## config.mk

```make
export PLATFORM = sky130hd
export DESIGN_NAME = ms2xs_feeder
export DESIGN_NICKNAME = d
export VERILOG_FILES = /design/src/rtl/ms2xs_pkg.sv /design/src/rtl/ms2xs_skid.sv /design/src/rtl/ms2xs_feeder.sv
export SDC_FILE = /design/constraint.sdc
export NUM_CORES = 1
export LEC_CHECK = 0
export BUFFER_PORTS_ARGS = -buffer_cell sky130_fd_sc_hd__buf_2
export CAP_MARGIN = 5
export CORE_ASPECT_RATIO = 0.6
export CORE_MARGIN = 2
export CORE_UTILIZATION = 45
export CTS_BUF_LIST = sky130_fd_sc_hd__clkbuf_2 sky130_fd_sc_hd__clkbuf_4 sky130_fd_sc_hd__clkbuf_8
export DETAILED_ROUTE_END_ITERATION = 8
export PLACE_DENSITY = 0.88
export SYNTH_ARGS = -nofsm -noshare
export SYNTH_HDL_FRONTEND = slang
export SYNTH_SLANG_ARGS = --single-unit
export TNS_END_PERCENT = 30
```

## constraint.sdc

```tcl
create_clock -name clk -period 2.5 [get_ports clk]
set_input_delay 0.125 -clock clk [delete_from_list [all_inputs] [get_ports clk]]
set_output_delay 0.125 -clock clk [all_outputs]
set_load 0.02 [all_outputs]
```

## src/rtl/ms2xs_pkg.sv

```systemverilog
// ms2xs_pkg: shared types, field offsets and helpers for the ms2xs feeder.
package ms2xs_pkg;

    localparam logic [1:0] T_ZERO = 2'b00;
    localparam logic [1:0] T_POS  = 2'b01;
    localparam logic [1:0] T_NEG  = 2'b10;

    localparam int H_LSB   = 4;
    localparam int R_LSB   = 2;
    localparam int SEL_LSB = 24;

    typedef enum logic [1:0] {S_IDLE, S_RUN, S_FIN} state_t;

    function automatic int clog2(input int v);
        int r;
        r = 0;
        for (int i = 0; i < 31; i++)
            if ((1 << i) < v) r = i + 1;
        return r;
    endfunction

    // The illegal code 2'b11 is forwarded to the multiplier as zero.
    function automatic logic [1:0] tcode(input logic [1:0] c);
        return (c == T_POS || c == T_NEG) ? c : T_ZERO;
    endfunction

endpackage

```

## src/rtl/ms2xs_skid.sv

```systemverilog
// ms2xs_skid: two-entry FIFO; the head entry drives the output directly.
module ms2xs_skid #(
    parameter int W = 33
) (
    input  logic         clk,
    input  logic         reset,
    input  logic         push_i,
    input  logic         pop_i,
    input  logic [W-1:0] din_i,
    output logic [W-1:0] dout_o,
    output logic [1:0]   occ_o
);
    logic [W-1:0] head_q, tail_q;
    logic [1:0]   occ_q, occ_d;
    logic         to_head;

    assign occ_d   = occ_q + {1'b0, push_i} - {1'b0, pop_i};
    assign to_head = occ_q == 2'd0 || (occ_q == 2'd1 && pop_i);
    assign dout_o  = head_q;
    assign occ_o   = occ_q;

    always_ff @(posedge clk) begin
        if (!reset) begin
            head_q <= '0;
            tail_q <= '0;
            occ_q  <= '0;
        end else begin
            occ_q <= occ_d;
            if (pop_i) head_q <= tail_q;
            if (push_i && to_head) head_q <= din_i;
            if (push_i && !to_head) tail_q <= din_i;
        end
    end

endmodule

```

## src/rtl/ms2xs_feeder.sv

```systemverilog
// ms2xs_feeder: streams packed (h, r, m) coefficient words to the NTRU multiplier
// and writes the returned result words into the result buffer.
module ms2xs_feeder
    import ms2xs_pkg::*;
#(
    parameter  int D_WIDTH = 32,
    parameter  int N       = 11,
    parameter  int q       = 2048,
    parameter  int SRC_LAT = 1,
    localparam int QW      = clog2(q - 1),
    localparam int AW      = clog2(N)
) (
    input  logic               clk,
    input  logic               reset,
    input  logic               start,
    input  logic [1:0]         sel,
    output logic [AW-1:0]      src_addr,
    output logic               src_re,
    input  logic [QW-1:0]      src_h,
    input  logic [1:0]         src_r,
    input  logic [1:0]         src_m,
    output logic [D_WIDTH-1:0] m_tdata,
    output logic               m_tvalid,
    output logic               m_tlast,
    input  logic               m_tready,
    input  logic [D_WIDTH-1:0] s_tdata,
    input  logic               s_tvalid,
    input  logic               s_tlast,
    output logic               s_tready,
    output logic               res_we,
    output logic [AW-1:0]      res_addr,
    output logic [QW-1:0]      res_data,
    output logic               busy,
    output logic               done,
    output logic               err
);
    localparam logic [AW-1:0] LAST = AW'(N - 1);

    if (QW + 4 > 24 || SRC_LAT != 1 || D_WIDTH < SEL_LSB + 2) begin : g_bad_cfg
        $error("ms2xs_feeder: unsupported parameter set");
    end

    state_t          state_q;
    logic [1:0]      sel_q, occ;
    logic [AW-1:0]   rd_cnt_q, wr_cnt_q;
    logic            rd_done_q, tx_done_q, rx_done_q, inflight_q, inflight_last_q;
    logic            m_hs, s_hs, rx_last, tx_fin, rx_fin;
    logic [D_WIDTH:0] head, push_word;
    logic [D_WIDTH-QW-3:0] unused_hi;

    assign m_hs      = m_tvalid && m_tready;
    assign s_hs      = s_tvalid && s_tready;
    assign m_tvalid  = occ != 2'd0;
    assign m_tdata   = head[D_WIDTH-1:0];
    assign m_tlast   = m_tvalid && head[D_WIDTH];
    assign s_tready  = state_q == S_RUN && !rx_done_q;
    assign res_we    = s_hs;
    assign res_addr  = wr_cnt_q;
    assign res_data  = s_tdata[QW-1:0];
    assign src_addr  = rd_cnt_q;
    assign rx_last   = s_tlast || wr_cnt_q == LAST;
    assign tx_fin    = tx_done_q || (m_hs && m_tlast);
    assign rx_fin    = rx_done_q || (s_hs && rx_last);
    assign unused_hi = s_tdata[D_WIDTH-1:QW+2];

    // Occupancy is taken net of this cycle's pop so a full-rate stream never bubbles.
    assign src_re = reset && !rd_done_q &&
        (state_q == S_IDLE ? start :
         state_q == S_RUN && (3'(occ) + 3'(inflight_q) - 3'(m_hs)) < 3'd2);

    always_comb begin
        push_word                  = '0;
        push_word[D_WIDTH]         = inflight_last_q;
        push_word[H_LSB +: QW]     = src_h;
        push_word[R_LSB +: 2]      = tcode(src_r);
        push_word[1:0]             = tcode(src_m);
        push_word[SEL_LSB +: 2]    = sel_q;
    end

    ms2xs_skid #(.W(D_WIDTH + 1)) u_skid (
        .clk    (clk),
        .reset  (reset),
        .push_i (inflight_q),
        .pop_i  (m_hs),
        .din_i  (push_word),
        .dout_o (head),
        .occ_o  (occ)
    );

    always_ff @(posedge clk) begin
        if (!reset) begin
            state_q         <= S_IDLE;
            sel_q           <= '0;
            rd_cnt_q        <= '0;
            wr_cnt_q        <= '0;
            rd_done_q       <= 1'b0;
            tx_done_q       <= 1'b0;
            rx_done_q       <= 1'b0;
            inflight_q      <= 1'b0;
            inflight_last_q <= 1'b0;
            busy            <= 1'b0;
            done            <= 1'b0;
            err             <= 1'b0;
        end else begin
            inflight_q      <= src_re;
            inflight_last_q <= rd_cnt_q == LAST;
            if (src_re) begin
                if (rd_cnt_q == LAST) rd_done_q <= 1'b1;
                else rd_cnt_q <= rd_cnt_q + AW'(1);
            end
            if (m_hs && m_tlast) tx_done_q <= 1'b1;
            if (s_hs) begin
                if (rx_last) rx_done_q <= 1'b1;
                else wr_cnt_q <= wr_cnt_q + AW'(1);
                if (s_tdata[QW +: 2] != sel_q || s_tlast != (wr_cnt_q == LAST)) err <= 1'b1;
            end
            case (state_q)
                S_IDLE: if (start) begin
                    state_q <= S_RUN;
                    busy    <= 1'b1;
                    sel_q   <= sel;
                    err     <= 1'b0;
                end
                S_RUN: if (tx_fin && rx_fin) begin
                    state_q <= S_FIN;
                    busy    <= 1'b0;
                    done    <= 1'b1;
                end
                default: begin
                    state_q   <= S_IDLE;
                    done      <= 1'b0;
                    rd_cnt_q  <= '0;
                    wr_cnt_q  <= '0;
                    rd_done_q <= 1'b0;
                    tx_done_q <= 1'b0;
                    rx_done_q <= 1'b0;
                end
            endcase
        end
    end

endmodule

```

==> results.sh, run 1 <==
export IMPL_grt_pass1_wl_um=9240
export IMPL_cts_buffers=9
export IMPL_core_region_area_um2=6080
export IMPL_setup_slack_ns=-0.0692
export IMPL_grt_pass1_vias=1948
export IMPL_setup_viol=2
export IMPL_die_area_um2=6930
export IMPL_grt_max_degree=47
export IMPL_crit_arrival_ns=2.83
export IMPL_io_buffers=57
export IMPL_clock_path_buffers=2
export IMPL_timing_rr_end="src_addr[2]$_SDFFE_PN0P_"
export IMPL_fin_nets=414
export IMPL_relSlewSlack_pct=48.4
export IMPL_cap_violations=0
export IMPL_fmax_mhz=389
export IMPL_yosys_warnings=0
export IMPL_cts_tree="done"
export IMPL_fp_dieH_um=65.3
export IMPL_fin_crit_sh_pct=103
export IMPL_crit_fanout=5
export IMPL_dieWidth_um=106
export IMPL_min_delay_start="sel[0]"
export IMPL_p_leak_nw=1.48
export IMPL_r2r_cells=8
export IMPL_drc=0
export IMPL_intPower_w=0.00170
export IMPL_ir_worst_vdd_v=0.000369
export IMPL_grt_usage_pct=17.1
export IMPL_p_clk_share_pct=34.8
export IMPL_rsz0062_at_grt="yes"
export IMPL_n_antenna_cell=0
export IMPL_finalSetupTns_ns=-0.124
export IMPL_avgSynthCellArea_um2=8.73
export IMPL_slew_viol_final=0
export IMPL_critical_path_class="reg2reg"
export IMPL_total_power_w=0.00244
export IMPL_synthCells=323
export IMPL_holdPathStages=3
export IMPL_synth_ff_type="dfxtp_1"
export IMPL_cts_sinks=58
export IMPL_status="finished, violations left"
export IMPL_vias=2162
export IMPL_worstHoldEndpoint="sel_q[0]$_SDFFE_PN0P_"
export IMPL_crit_path_end_kind="flip-flop"
export IMPL_tightest_slew_ns=0.771
export IMPL_drtIter0Drc=91
export IMPL_r2r_start="u_skid.occ_o[0]$_SDFF_PN0_"
export IMPL_wl_um=5730
export IMPL_r2r_slack_ns=-0.07
export IMPL_rows=22
export IMPL_ys_async_sr_fraction_pct=0
export IMPL_drtAntennaViolNets=0
export IMPL_min_period_ns=2.57
export IMPL_overflow=0
export IMPL_antenna_found_initial=0
export IMPL_hold_violations=0
export IMPL_finalClockSkew_ns=0.0102
export IMPL_synth_edff_count=0
export IMPL_globalplace_congestion=0.732
export IMPL_yosysSeqAreaShare_pct=41.2
export IMPL_clk_pin_slew_ns=0.07
export IMPL_clk_latency_ns=0.32
export IMPL_start_kind="flip-flop"
export IMPL_netlist_area_um2=2820
export IMPL_vias_per_cell=4.91
export IMPL_synth_seq_cells=58
export IMPL_placed_area_um2=2900
export IMPL_detailed_place_hpwl_um=3870
export IMPL_cts_htree_levels=3
export IMPL_drive_above_1_share_pct=25.8
export IMPL_cp_required_ns=2.76
export IMPL_drt_pass1_iterations=4
export IMPL_violations="negative setup slack"
export IMPL_stdcell_area_um2=3170
export IMPL_utilization_pct=52.1
export IMPL_p_seq_share_pct=43.8
export IMPL_clockRootBuffer="clkbuf_8"
export IMPL_wl_per_cell_um=13.0
export IMPL_powerDensity_nw_per_um2=768
export IMPL_p_sw_w=0.000734
export IMPL_area_growth_pct=12.5
export IMPL_pwr_share_comb_pct=21.4
export IMPL_initial_core_util_pct=46.3
export IMPL_switching_share_pct=30.1
export IMPL_io_pins=114
export IMPL_yosysUniqueCellTypes=41
export IMPL_hp_class="in2reg"
-- final cells by class --
| type | instances | area [um2] |
|---|---|---|
| clock buffers | 12 | 153 |
| clock inverters | 3 | 40.0 |
| fillers | 592 | 2910 |
| inverters | 8 | 30.0 |
| multi-input cells | 213 | 1350 |
| flip-flops and latches | 58 | 1170 |
| well taps | 84 | 105 |
| repair buffers | 62 | 329 |
-- state kept, by name, summed over array words and instances (netlist names) --
signal and cells:
tx_done_q 1, rd_done_q 1, u_skid.dout_o 18, u_skid.tail_q 18, u_skid.occ_o 2, err 1, done 1, res_addr 4
sel_q 2, rx_done_q 1, inflight_q 1, state_q 2, inflight_last_q 1, busy 1, src_addr 4
-- kinds of logic (layout without fill, tap and decap cells) --
family / count (synthesis) / in the layout / share of synthesized area (%)
and+or+nand+nor: 106 / 106 / 19.0
buffers and inverters: 67 / 85 / 14.9
DFF: 58 / 58 / 41.2
AOI/OAI and AO/OA: 57 / 58 / 12.1
muxes: 21 / 21 / 7.50
adders and majority gates: 7 / 7 / 3.37
xor gates and xnor gates: 6 / 6 / 1.86
other: 1 / 15 / 0.133
-- critical path: stages (launching register included) --
cell      delay, ns
dfxtp_4        0.36
nand3b_1       0.17
nand2_1        0.08
ha_2           0.17
fa_1           0.46
or3b_4         0.43
o32a_4         0.24
or4_4          0.49
a21oi_2        0.12
-- layer usage --
layer / GRT usage (%) / part of all wire [%] / routed length [um] / vias to the layer above
li1: - / - / - / 1100
met1: 21.8 / 47 / 2700 / 1005
met2: 27.6 / 47 / 2680 / 52
met3: 5.95 / 5.8 / 331 / 5
met4: 4.77 / 0.47 / 27 / 0
met5: 0 / 0 / 0 / -
-- metrics by stage --
step / hold WS (ns) / setup WS (ns) / instances
2_1_floorplan: 0.280 / 0.120 / 337
3_3_place_gp: 0.250 / 0.0776 / 423
3_5_place_dp: 0.250 / 0.00918 / 423
4_1_cts: 0.0533 / -0.0228 / 438
5_1_grt: 0.0649 / -0.164 / 440
6_report: 0.0691 / -0.0692 / 440
-- synthesized netlist by cell type, drive strengths merged, types with 6 or more instances --
cell    number  area (um2)
dfxtp       58        1160
buf         47         344
nand2       43         161
nor2b       25         156
o21ai       23         115
mux2i       20         200
a31oi       18         113
clkbuf      12        45.0
nor2        11        41.3
inv          8        30.0
a21oi        7        35.0
ha           6        75.1
-- cell usage in the layout (no fill, tap or decap), types with 2 or more instances in the layout --
cell	synthesis	layout
a21oi_1	7	4
a21oi_2	0	3
a31oi_1	18	18
and2_1	4	4
and3_1	2	2
buf_2	2	56
buf_4	44	5
clkbuf_4	0	2
clkbuf_8	0	10
clkinv_2	0	2
conb_1	1	15
dfxtp_1	58	56
ha_1	6	5
inv_1	8	8
mux2i_1	20	20
nand2_1	43	43
nand3_1	4	4
nand3b_1	2	2
nor2_1	11	10
nor2b_1	25	25
nor3_1	3	3
nor3b_1	2	2
o21ai_0	23	23
or3_1	3	3
xnor2_1	2	2
xor2_1	4	4
-- timing repair --
item                       in CTS  in global routing
resized for setup               5                 10
setup endpoints to repair       2                  5
buffers inserted                0                  1
hold buffers                    0                  0
pin swaps                       0                  2
gates cloned                    0                  1
-- power by group through the flow --
stage	logic, W	clock network (W)	registers [W]
3_3_place_gp	0.000477	0	0.00108
2_1_floorplan	0.000454	0	0.00108
5_1_grt	0.000576	0.000917	0.00108
3_5_place_dp	0.000491	0	0.00108
6_report	0.000522	0.000847	0.00107
4_1_cts	0.000501	0.000866	0.00107
-- how the worst max path moves through the flow --
stage,start,end,slack (ns),cells after the start
2_1_floorplan,u_skid.occ_o[0]$_SDFF_PN0_,src_addr[2]$_SDFFE_PN0P_,0.12,8
3_3_place_gp,u_skid.occ_o[0]$_SDFF_PN0_,src_addr[2]$_SDFFE_PN0P_,0.08,8
3_5_place_dp,u_skid.occ_o[0]$_SDFF_PN0_,src_addr[2]$_SDFFE_PN0P_,0.009,8
4_1_cts,u_skid.occ_o[0]$_SDFF_PN0_,src_re,-0.02,8
5_1_grt,u_skid.occ_o[0]$_SDFF_PN0_,src_re,-0.16,8
6_report,u_skid.occ_o[0]$_SDFF_PN0_,src_addr[2]$_SDFFE_PN0P_,-0.07,8
Note: power is estimated with default switching activity, not from simulation.
==> run 2: changes to the inputs <==
ABC_AREA = 1   (was unset)
CTS_CLUSTER_SIZE = 30   (was unset)
SETUP_SLACK_MARGIN = 0.05   (was unset)
==> run 2 against run 1 <==
The run now ends clean. Count of clock-buffer cells in the layout decreased by 1. Via count grew 7.3%. Power rose by 35%. Die area is 3.0% higher. Highest routed layer unchanged.
==> results.sh, run 2 <==
export IMPL_status="finished clean"
export IMPL_hp_class="in2reg"
export IMPL_crit_path_end_kind="output port"
export IMPL_timing_rr_end="src_addr[0]$_SDFFE_PN0P_"
export IMPL_p_seq_share_pct=38.5
export IMPL_finalSetupTns_ns=0
export IMPL_yosysUniqueCellTypes=30
export IMPL_synth_seq_cells=58
export IMPL_yosysSeqAreaShare_pct=39.9
export IMPL_setup_viol=0
export IMPL_dieWidth_um=108
export IMPL_min_period_ns=2.34
export IMPL_p_leak_nw=1.49
export IMPL_min_delay_start="sel[0]"
export IMPL_synth_edff_count=0
export IMPL_vias_per_cell=4.62
export IMPL_drt_pass1_iterations=5
export IMPL_grt_pass1_wl_um=9560
export IMPL_yosys_cell_count_top_type="nand2_1"
export IMPL_grt_max_degree=37
export IMPL_area_growth_pct=11.9
export IMPL_cts_htree_levels=3
export IMPL_utilization_pct=52.8
export IMPL_globalplace_congestion=0.775
export IMPL_drtAntennaViolNets=0
export IMPL_grt_usage_pct=17.2
export IMPL_core_region_area_um2=6170
export IMPL_finalClockSkew_ns=0.0106
export IMPL_powerDensity_nw_per_um2=1010
export IMPL_io_pins=114
export IMPL_r2r_start="u_skid.occ_o[1]$_SDFF_PN0_"
export IMPL_synth_common_cells="66 x nand2_1, 58 x dfxtp_1, 56 x nor2_1, 45 x buf_4, 33 x inv_1"
export IMPL_start_kind="flip-flop"
export IMPL_cts_sinks=58
export IMPL_ir_worst_vdd_v=0.000516
export IMPL_io_buffers=57
export IMPL_fin_crit_sh_pct=93.5
export IMPL_yosysTopAreaCellShare_pct=39.9
export IMPL_wl_um=5790
export IMPL_ys_async_sr_fraction_pct=0
export IMPL_drc=0
export IMPL_fmax_mhz=428
export IMPL_tightest_slew_ns=0.965
export IMPL_rows=22
export IMPL_crit_arrival_ns=2.21
export IMPL_pwr_share_comb_pct=32.6
export IMPL_p_sw_w=0.00118
export IMPL_overflow=0
export IMPL_synthCells=381
export IMPL_vias=2319
export IMPL_crit_fanout=4
export IMPL_initial_core_util_pct=47.1
export IMPL_cts_buffers=9
export IMPL_drtIter0Drc=111
export IMPL_placed_area_um2=2960
export IMPL_stdcell_area_um2=3250
export IMPL_hold_violations=0
export IMPL_clockRootBuffer="clkbuf_8"
export IMPL_p_clk_share_pct=29.0
export IMPL_postCtsHoldBufs=0
export IMPL_antenna_found_initial=0
export IMPL_total_power_w=0.00329
export IMPL_relSlewSlack_pct=35.4
export IMPL_final_common_cell="nand2_1"
export IMPL_rsz0062_at_grt="yes"
export IMPL_synth_area_leaders="dfxtp_1 40%, buf_4 12%, nand2_1 8.5%, nor2_1 7.2%, o21ai_0 4.8%"
export IMPL_fin_nets=476
export IMPL_synth_ff_type="dfxtp_1"
export IMPL_yosysTopAreaCell="dfxtp_1"
export IMPL_switching_share_pct=35.9
export IMPL_cp_required_ns=2.38
export IMPL_critical_path_class="reg2out"
export IMPL_final_cell_mix="64 x nand2_1, 56 x dfxtp_1, 56 x buf_2"
export IMPL_clk_latency_ns=0.33
export IMPL_clock_path_buffers=2
export IMPL_clk_pin_slew_ns=0.07
export IMPL_intPower_w=0.00211
export IMPL_avgSynthCellArea_um2=7.63
export IMPL_r2r_slack_ns=0.27
export IMPL_n_antenna_cell=0
export IMPL_worstHoldEndpoint="sel_q[0]$_SDFFE_PN0P_"
export IMPL_holdPathStages=3
export IMPL_die_area_um2=7140
export IMPL_nFillCells=589
export IMPL_r2r_cells=15
export IMPL_cap_violations=0
export IMPL_grt_pass1_vias=2080
export IMPL_fp_dieH_um=66.3
export IMPL_yosys_warnings=0
export IMPL_wl_per_cell_um=11.5
export IMPL_detailed_place_hpwl_um=4070
export IMPL_netlist_area_um2=2910
export IMPL_slew_viol_final=0
export IMPL_cts_tree="done"
export IMPL_drive_above_1_share_pct=26.1
## run 2: cell count changes in the layout (fill, tap and decap cells not counted), moves of 10 or more
cell / before / now
a21oi_1: 4 / 15
a31oi_1: 18 / 7
inv_1: 8 / 33
mux2i_1: 20 / 0
nand2_1: 43 / 64
nor2_1: 10 / 53
nor2b_1: 25 / 0
o21ai_1: 0 / 10
## run 2: layout make-up
type,instances,area (um2),area share [%]
Multi-Input combinational cell,246,1280,39.5
Sequential cell,58,1170,35.9
Timing Repair Buffer,62,329,10.1
Clock buffer,11,145,4.46
Inverter,37,144,4.42
Tap cell,84,105,3.23
Clock inverter,4,76.3,2.35
## run 2: routing by layer
layer	track usage, %	routed length [um]
met1	23.0	2910
met2	26.1	2470
met3	7.29	389
met4	3.37	18
met5	0	0
## run 2: worst max-delay path, cell delays in order, from the launching register on
cell,delay (ns)
dfxtp_4,0.37
nor2_4,0.12
nor2_2,0.04
nand2_1,0.07
nand2_1,0.06
ha_2,0.17
fa_2,0.37
nand2_2,0.07
inv_1,0.04
nor2_2,0.10
nand2_1,0.07
nand2_2,0.09
nand2_4,0.06
nor2_4,0.12
buf_6,0.13
## run 2: power by group through the flow
stage	registers [W]	clock network [W]	logic, W
after global placement	0.00127	0	0.00100
after global routing	0.00130	0.00103	0.00119
after CTS	0.00126	0.000982	0.00106
after detailed placement	0.00128	0	0.00102
after floorplan	0.00127	0	0.00100
final	0.00127	0.000954	0.00107
## run 2: cell families (layout without fill, tap and decap cells)
group                      count (synthesis)  count (layout)  share of synthesized area (%)
DFF                                       58              58                           39.9
buffers and inverters                     91             114                           18.6
xor gates and xnor gates                   4               4                           1.21
other                                      1              15                          0.129
and+or+nand+nor                          148             148                           21.6
adders and majority gates                  7               7                           3.27
AOI/OAI and AO/OA                         72              72                           15.2
## run 2: worst max-delay path by stage
stage,startpoint,endpoint,slack (ns)
6_report,u_skid.occ_o[1]$_SDFF_PN0_,src_re,0.16
5_1_grt,u_skid.occ_o[1]$_SDFF_PN0_,src_re,0.002
4_1_cts,u_skid.occ_o[0]$_SDFF_PN0_,src_re,0.09
3_5_place_dp,u_skid.occ_o[1]$_SDFF_PN0_,src_re,0.19
3_3_place_gp,u_skid.occ_o[1]$_SDFF_PN0_,src_re,0.29
2_1_floorplan,u_skid.occ_o[1]$_SDFF_PN0_,src_re,0.40
## run 2: timing repair
action / 4_1_cts / 5_1_grt
pin swaps: 3 / 5
setup buffers: 3 / 1
gates resized for setup: 6 / 9
setup endpoints to repair: 1 / 1
## run 2: per-stage QoR
step | worst slack (ns) | instances | hold slack (ns)
after floorplan | 0.399 | 395 | 0.263
after global placement | 0.289 | 483 | 0.250
after detailed placement | 0.187 | 483 | 0.250
after CTS | 0.0893 | 501 | 0.0497
after global routing | 0.00201 | 502 | 0.0524
final | 0.163 | 502 | 0.0647
